===== src/rtl/pktctrl_pkg.sv =====
// Shared constants for the packet-control self-test checker.
// Holds FSM state encodings, lane/sample widths and ramp STEP values.
package pktctrl_pkg;

   localparam int LANE_W = 36;
   localparam int SMP_W  = 12;

   localparam logic [1:0] CHK_IDLE  = 2'd0;
   localparam logic [1:0] CHK_SYNC  = 2'd1;
   localparam logic [1:0] CHK_CHECK = 2'd2;

   localparam logic [SMP_W-1:0] STEP_96 = 12'd72;
   localparam logic [SMP_W-1:0] STEP_48 = 12'd36;

endpackage


===== src/rtl/pkt_lane_cmp.sv =====
// Combinational compare of one lane word against the ramp pattern.
// Ports: word (36b lane), base (ramp base), active (lane in use),
//        mism (1 = lane word does not match / inactive lane nonzero).
module pkt_lane_cmp
   import pktctrl_pkg::*;
#(
   parameter int LANE_IDX = 0
) (
   input  logic [LANE_W-1:0] word,
   input  logic [SMP_W-1:0]  base,
   input  logic              active,
   output logic              mism
);

   logic [SMP_W-1:0] lane_off;
   logic [SMP_W-1:0] s0;
   logic [SMP_W-1:0] s1;
   logic [SMP_W-1:0] s2;

   // first sample of lane i sits 3*i after the base, modulo 2^SMP_W
   assign lane_off = SMP_W'(3 * LANE_IDX);
   assign s0 = base + lane_off;
   assign s1 = s0 + 12'd1;
   assign s2 = s0 + 12'd2;

   assign mism = active ? (word != {s2, s1, s0})
                        : (word != '0);

endmodule


===== config.mk =====
export PLATFORM = sky130hd
export DESIGN_NAME = pkt_lane_cmp
export DESIGN_NICKNAME = d
export VERILOG_FILES = /design/src/rtl/pktctrl_pkg.sv /design/src/rtl/pkt_lane_cmp.sv
export SDC_FILE = /design/constraint.sdc
export NUM_CORES = 1
export LEC_CHECK = 0
export CAP_MARGIN = 5
export CORE_MARGIN = 2
export CORE_UTILIZATION = 30
export DETAILED_ROUTE_END_ITERATION = 7
export GPL_ROUTABILITY_DRIVEN = 0
export SLEW_MARGIN = 25
export SYNTH_ARGS = -nofsm -noshare
export SYNTH_HDL_FRONTEND = slang
export SYNTH_SLANG_ARGS = --single-unit

===== constraint.sdc =====
create_clock -name vclk -period 3.3
set_input_delay 0.66 -clock vclk [all_inputs]
set_output_delay 0.66 -clock vclk [all_outputs]
set_load 0.1 [all_outputs]

-- After elaboration in Yosys (flattened, before gate mapping)
Index checks and enable logic that the tools add are counted.
- logic and storage cells: 5
- input port bits: 49
- bits in registers: 0
- output and inout port bits: 1
- muxes and demuxes: 1
- reductions and logical operators: 1
- equality and inequality tests: 1
- add/subtract/negate cells: 2
- operators by type and width (cell ; number):
    $ne A36 B36 Y1 ; 1
    $reduce_bool A36 Y1 ; 1
    $add A12 B1 Y12 const B ; 1
    $add A12 B2 Y12 const B ; 1
    $mux W1 ; 1

-- Logic depth before layout (Yosys ltp)
- depth in word-level cells: 3
- mapped depth: 8
- gate-level depth less buffers: 7

-- Worst setup path before layout
OpenSTA, ideal clock, no wires.
- path kind: input-to-output
- start point: in base[1]
- end point: out mism
- buffers on the path: 1
- arrival: 2491 ps
- slack: 149 ps
- cell stages on the path: 8
- cells stage by stage: ha_1 > clkbuf_1 > a21oi_1 > o311ai_0 > o31a_1 > o211ai_1 > nand4_1 > o41a_1
- longest elaborated chain between the ends: 3
- elaborated cells between the ends (all ways): 4
- classes of those cells: 2 x add/sub; 1 x eq/ne; 1 x mux
- RTL lines (what ; line ; source):
    start, declared ; pkt_lane_cmp.sv:10 ; input logic [SMP_W-1:0] base,
    $add A12 B1 Y12 or $add A12 B2 Y12 (tied branches) ; pkt_lane_cmp.sv:23, pkt_lane_cmp.sv:24 ;
    $ne A36 B36 Y1 (*) ; pkt_lane_cmp.sv:26 ; assign mism = active ? (word != {s2, s1, s0})
    $mux W1 (*) ; pkt_lane_cmp.sv:26 ;
    end, declared ; pkt_lane_cmp.sv:12 ; output logic mism
Every way passes the cells marked *; elsewhere a longest branch is shown, timed or not.

-- Final worst setup path
- start point: in word[12]
- end point: out mism
- longest elaborated chain between the ends: 2
- elaborated cells between the ends (all ways): 3
- classes of those cells: 1 x eq/ne; 1 x mux; 1 x reduce/logical
- RTL lines (what ; line ; source):
    start, declared ; pkt_lane_cmp.sv:9 ; input logic [LANE_W-1:0] word,
    $ne A36 B36 Y1 or $reduce_bool A36 Y1 (tied branches) ; pkt_lane_cmp.sv:26, pkt_lane_cmp.sv:27 ;
    $mux W1 (*) ; pkt_lane_cmp.sv:26 ;
Marks and branches as above.

==> impl_metrics.toml <==
[worst_hold_path]
hp-start = "word[3]"
min_delay_worst_endpoint = "mism"
holdCritPathClass = "input port to output port"
whs_path_depth = 5

[detailed_routing]
drt_wl_total_um = 4389
drt-wirelength-per-cell_um = 16.32
dr.pass1.iters = 4
drc = 0
viasPerCell = 5.349
ant_nets = 0
num_vias = 1439
drt_iter0_drc = 51

[global_route]
met3_usage = 0.01279
use_met1 = 0.2785
grt_max_degree = 11
grt-ovfl-total = 0
grtUsageTotal = 0.2220
grt.busiest_layer = "met2"
antenna_found_initial = 0
grt_pass1_vias = 1362
met2_usage = 0.4147
grt_pass1_wl_um = 6223

[timing]
hold_viol_final = 0
relSlewSlack = 0.7372
worstMarginPinSlew_ns = 0.3843
slew_viol_final = 0
fmax_ghz = 0.3083
hold_slack_ns = 2.034
period_share = 0.9829
period_needed_ns = 3.243
setup_violations = 0
setup_tns_ns = 0

[final_layout]
diodes = 0
fin_util = 0.6414
num-fill-cells = 285
clkbuf_count = 0
flops_and_latches = 0
seq_area_um2 = 0
final_nets = 278
area_delta_synth_final_pct = 101.9
multi_input_area_mm2 = 0.001085
layout-drive-gt1-share = 0.3378

[clocking]
holdBufCountCts = 0

[worst_setup_path]
path_cells = "dlygate4sd2_1 -> buf_4 -> nand4b_1 -> o41ai_4 -> nand4_1 -> a2111oi_4 -> nand4_1 -> o41a_1 -> buf_12"
critPathArrivalTime_ns = 2.58
crit_top_cell = "nand4_1"
critPathKind = "input port to output port"
cp.buffers_inverters = 3
path_delay_family = "compound AO/OA/AOI/OAI gates"
worst_path_largest_cell_delay_ns = 0.43
crit_fanout = 2
critPathRequiredTime_ns = 2.64
cpMaxStageDelayCell = "o41a_1"
cp-start-kind = "input port"
end_kind = "output port"

[yosys]
yosysSeqAreaShare = 0
ys_types = 41
avgSynthCellArea_um2 = 6.829
syn_inst = 142
synth_nets = 193
yosys_warnings = 0
netlist_area_um2 = 969.7

[power_and_ir_drop]
leakage_uw = 0.0008869
ir_drop_mv = 0.05932
p_per_area_mw_per_mm2 = 119.5

[placement]
io_buffer_count = 50
hpwl_um = 3443

[outcome]
outcome = "completed"

[floorplanning]
start_util = 0.3176
die_y_um = 60.86
core_mm2 = 0.003053
dieArea_mm2 = 0.003703
fp-row-count = 20
die_x_um = 60.86
design.portCount = 50

[flow_run]
max_cap_viol_count = 0
## metal layers
metal / vias up / wire length [µm]
met1: 676 / 1750
met4: 0 / 104
met5: - / 0
li1: 705 / -
met3: 11 / 143
met2: 47 / 2391
## logic make-up after synthesis
group,share of synthesized area
fa+ha+maj,0.02580
simple gates,0.4116
buf+inv,0.04515
xor+xnor,0.3252
compound gates,0.1923
## synthesized netlist by cell type (all sizes together) (2+ instances only)
library cell | count | share of area
a2111oi | 2 | 0.025
a21oi | 3 | 0.015
a31oi | 2 | 0.013
and2 | 2 | 0.013
and3 | 2 | 0.019
buf | 5 | 0.026
ha | 2 | 0.026
inv | 4 | 0.015
nand2 | 11 | 0.048
nand3 | 15 | 0.083
nand4 | 6 | 0.039
nor2 | 5 | 0.019
nor2b | 2 | 0.013
nor3 | 2 | 0.010
nor4 | 12 | 0.077
o211ai | 3 | 0.023
o21ai | 2 | 0.010
o311ai | 2 | 0.018
or2 | 3 | 0.019
or3 | 5 | 0.032
or4 | 2 | 0.015
xnor2 | 20 | 0.18
xor2 | 16 | 0.14
## final cells by class
class,count,area share
Multi-Input combinational cell,132,0.5540
Timing Repair Buffer,89,0.4102
Tap cell,44,0.02811
Inverter,4,0.007668
## where the power goes
| part | leakage, µW | switching, µW | internal [µW] |
|---|---|---|---|
| Combinational | 0.000887 | 105 | 129 |
| Sequential | 0 | 0 | 0 |
| Clock | 0 | 0 | 0 |
| Total | 0.000887 | 105 | 129 |
## tightest hold or removal path: cells and delay by family
kind | cells | cell delay (ns)
simple gates | 2 | 0.17
buf+inv | 2 | 0.33
compound gates | 1 | 0.21
## through the flow
step / power, µW / setup WS, ns / cell area [µm²] / std cells
after global placement: 208.5 / -0.3200 / 1784 / 267
after CTS: 214.9 / 0.004962 / 1829 / 267
after floorplan: 85.00 / 0.1492 / 969.7 / 142
after global routing: 249.4 / -0.05260 / 1958 / 269
final: 233.9 / 0.05652 / 1958 / 269
after detailed placement: 212.1 / -0.3401 / 1784 / 267
## timing repair
action | 4_1_cts | 5_1_grt
buffers inserted | 0 | 2
resized for setup | 32 | 51
pin swaps | 6 | 16
endpoints found under the setup margin | 1 | 1
## worst max path at each step
stage                        start  cells past startpoint  slack (ns)  endpoint
after floorplan            base[1]                      8        0.15      mism
after global placement     base[1]                      9       -0.32      mism
after detailed placement   base[1]                      8       -0.34      mism
after CTS                  base[0]                      9       0.005      mism
after global routing       base[2]                      9       -0.05      mism
final                     word[12]                      9        0.06      mism
## cell usage in the layout (no fill, tap or decap), drive strengths merged, types with 2 or more instances in the layout
cell type / instances
buf: 44
xnor2: 20
dlymetal6s2s: 17
clkdlybuf4s50: 16
xor2: 16
nand3: 15
nor4: 12
nand2: 11
dlygate4sd2: 7
nand4: 6
or3: 5
nor2: 5
inv: 4
clkbuf: 4
o211ai: 3
a21oi: 3
or2: 3
a31oi: 2
o311ai: 2
o21ai: 2
or4: 2
ha: 2
and3: 2
nor3: 2
and2: 2
nor2b: 2
a2111oi: 2
Note: power is estimated with default switching activity, not from simulation.
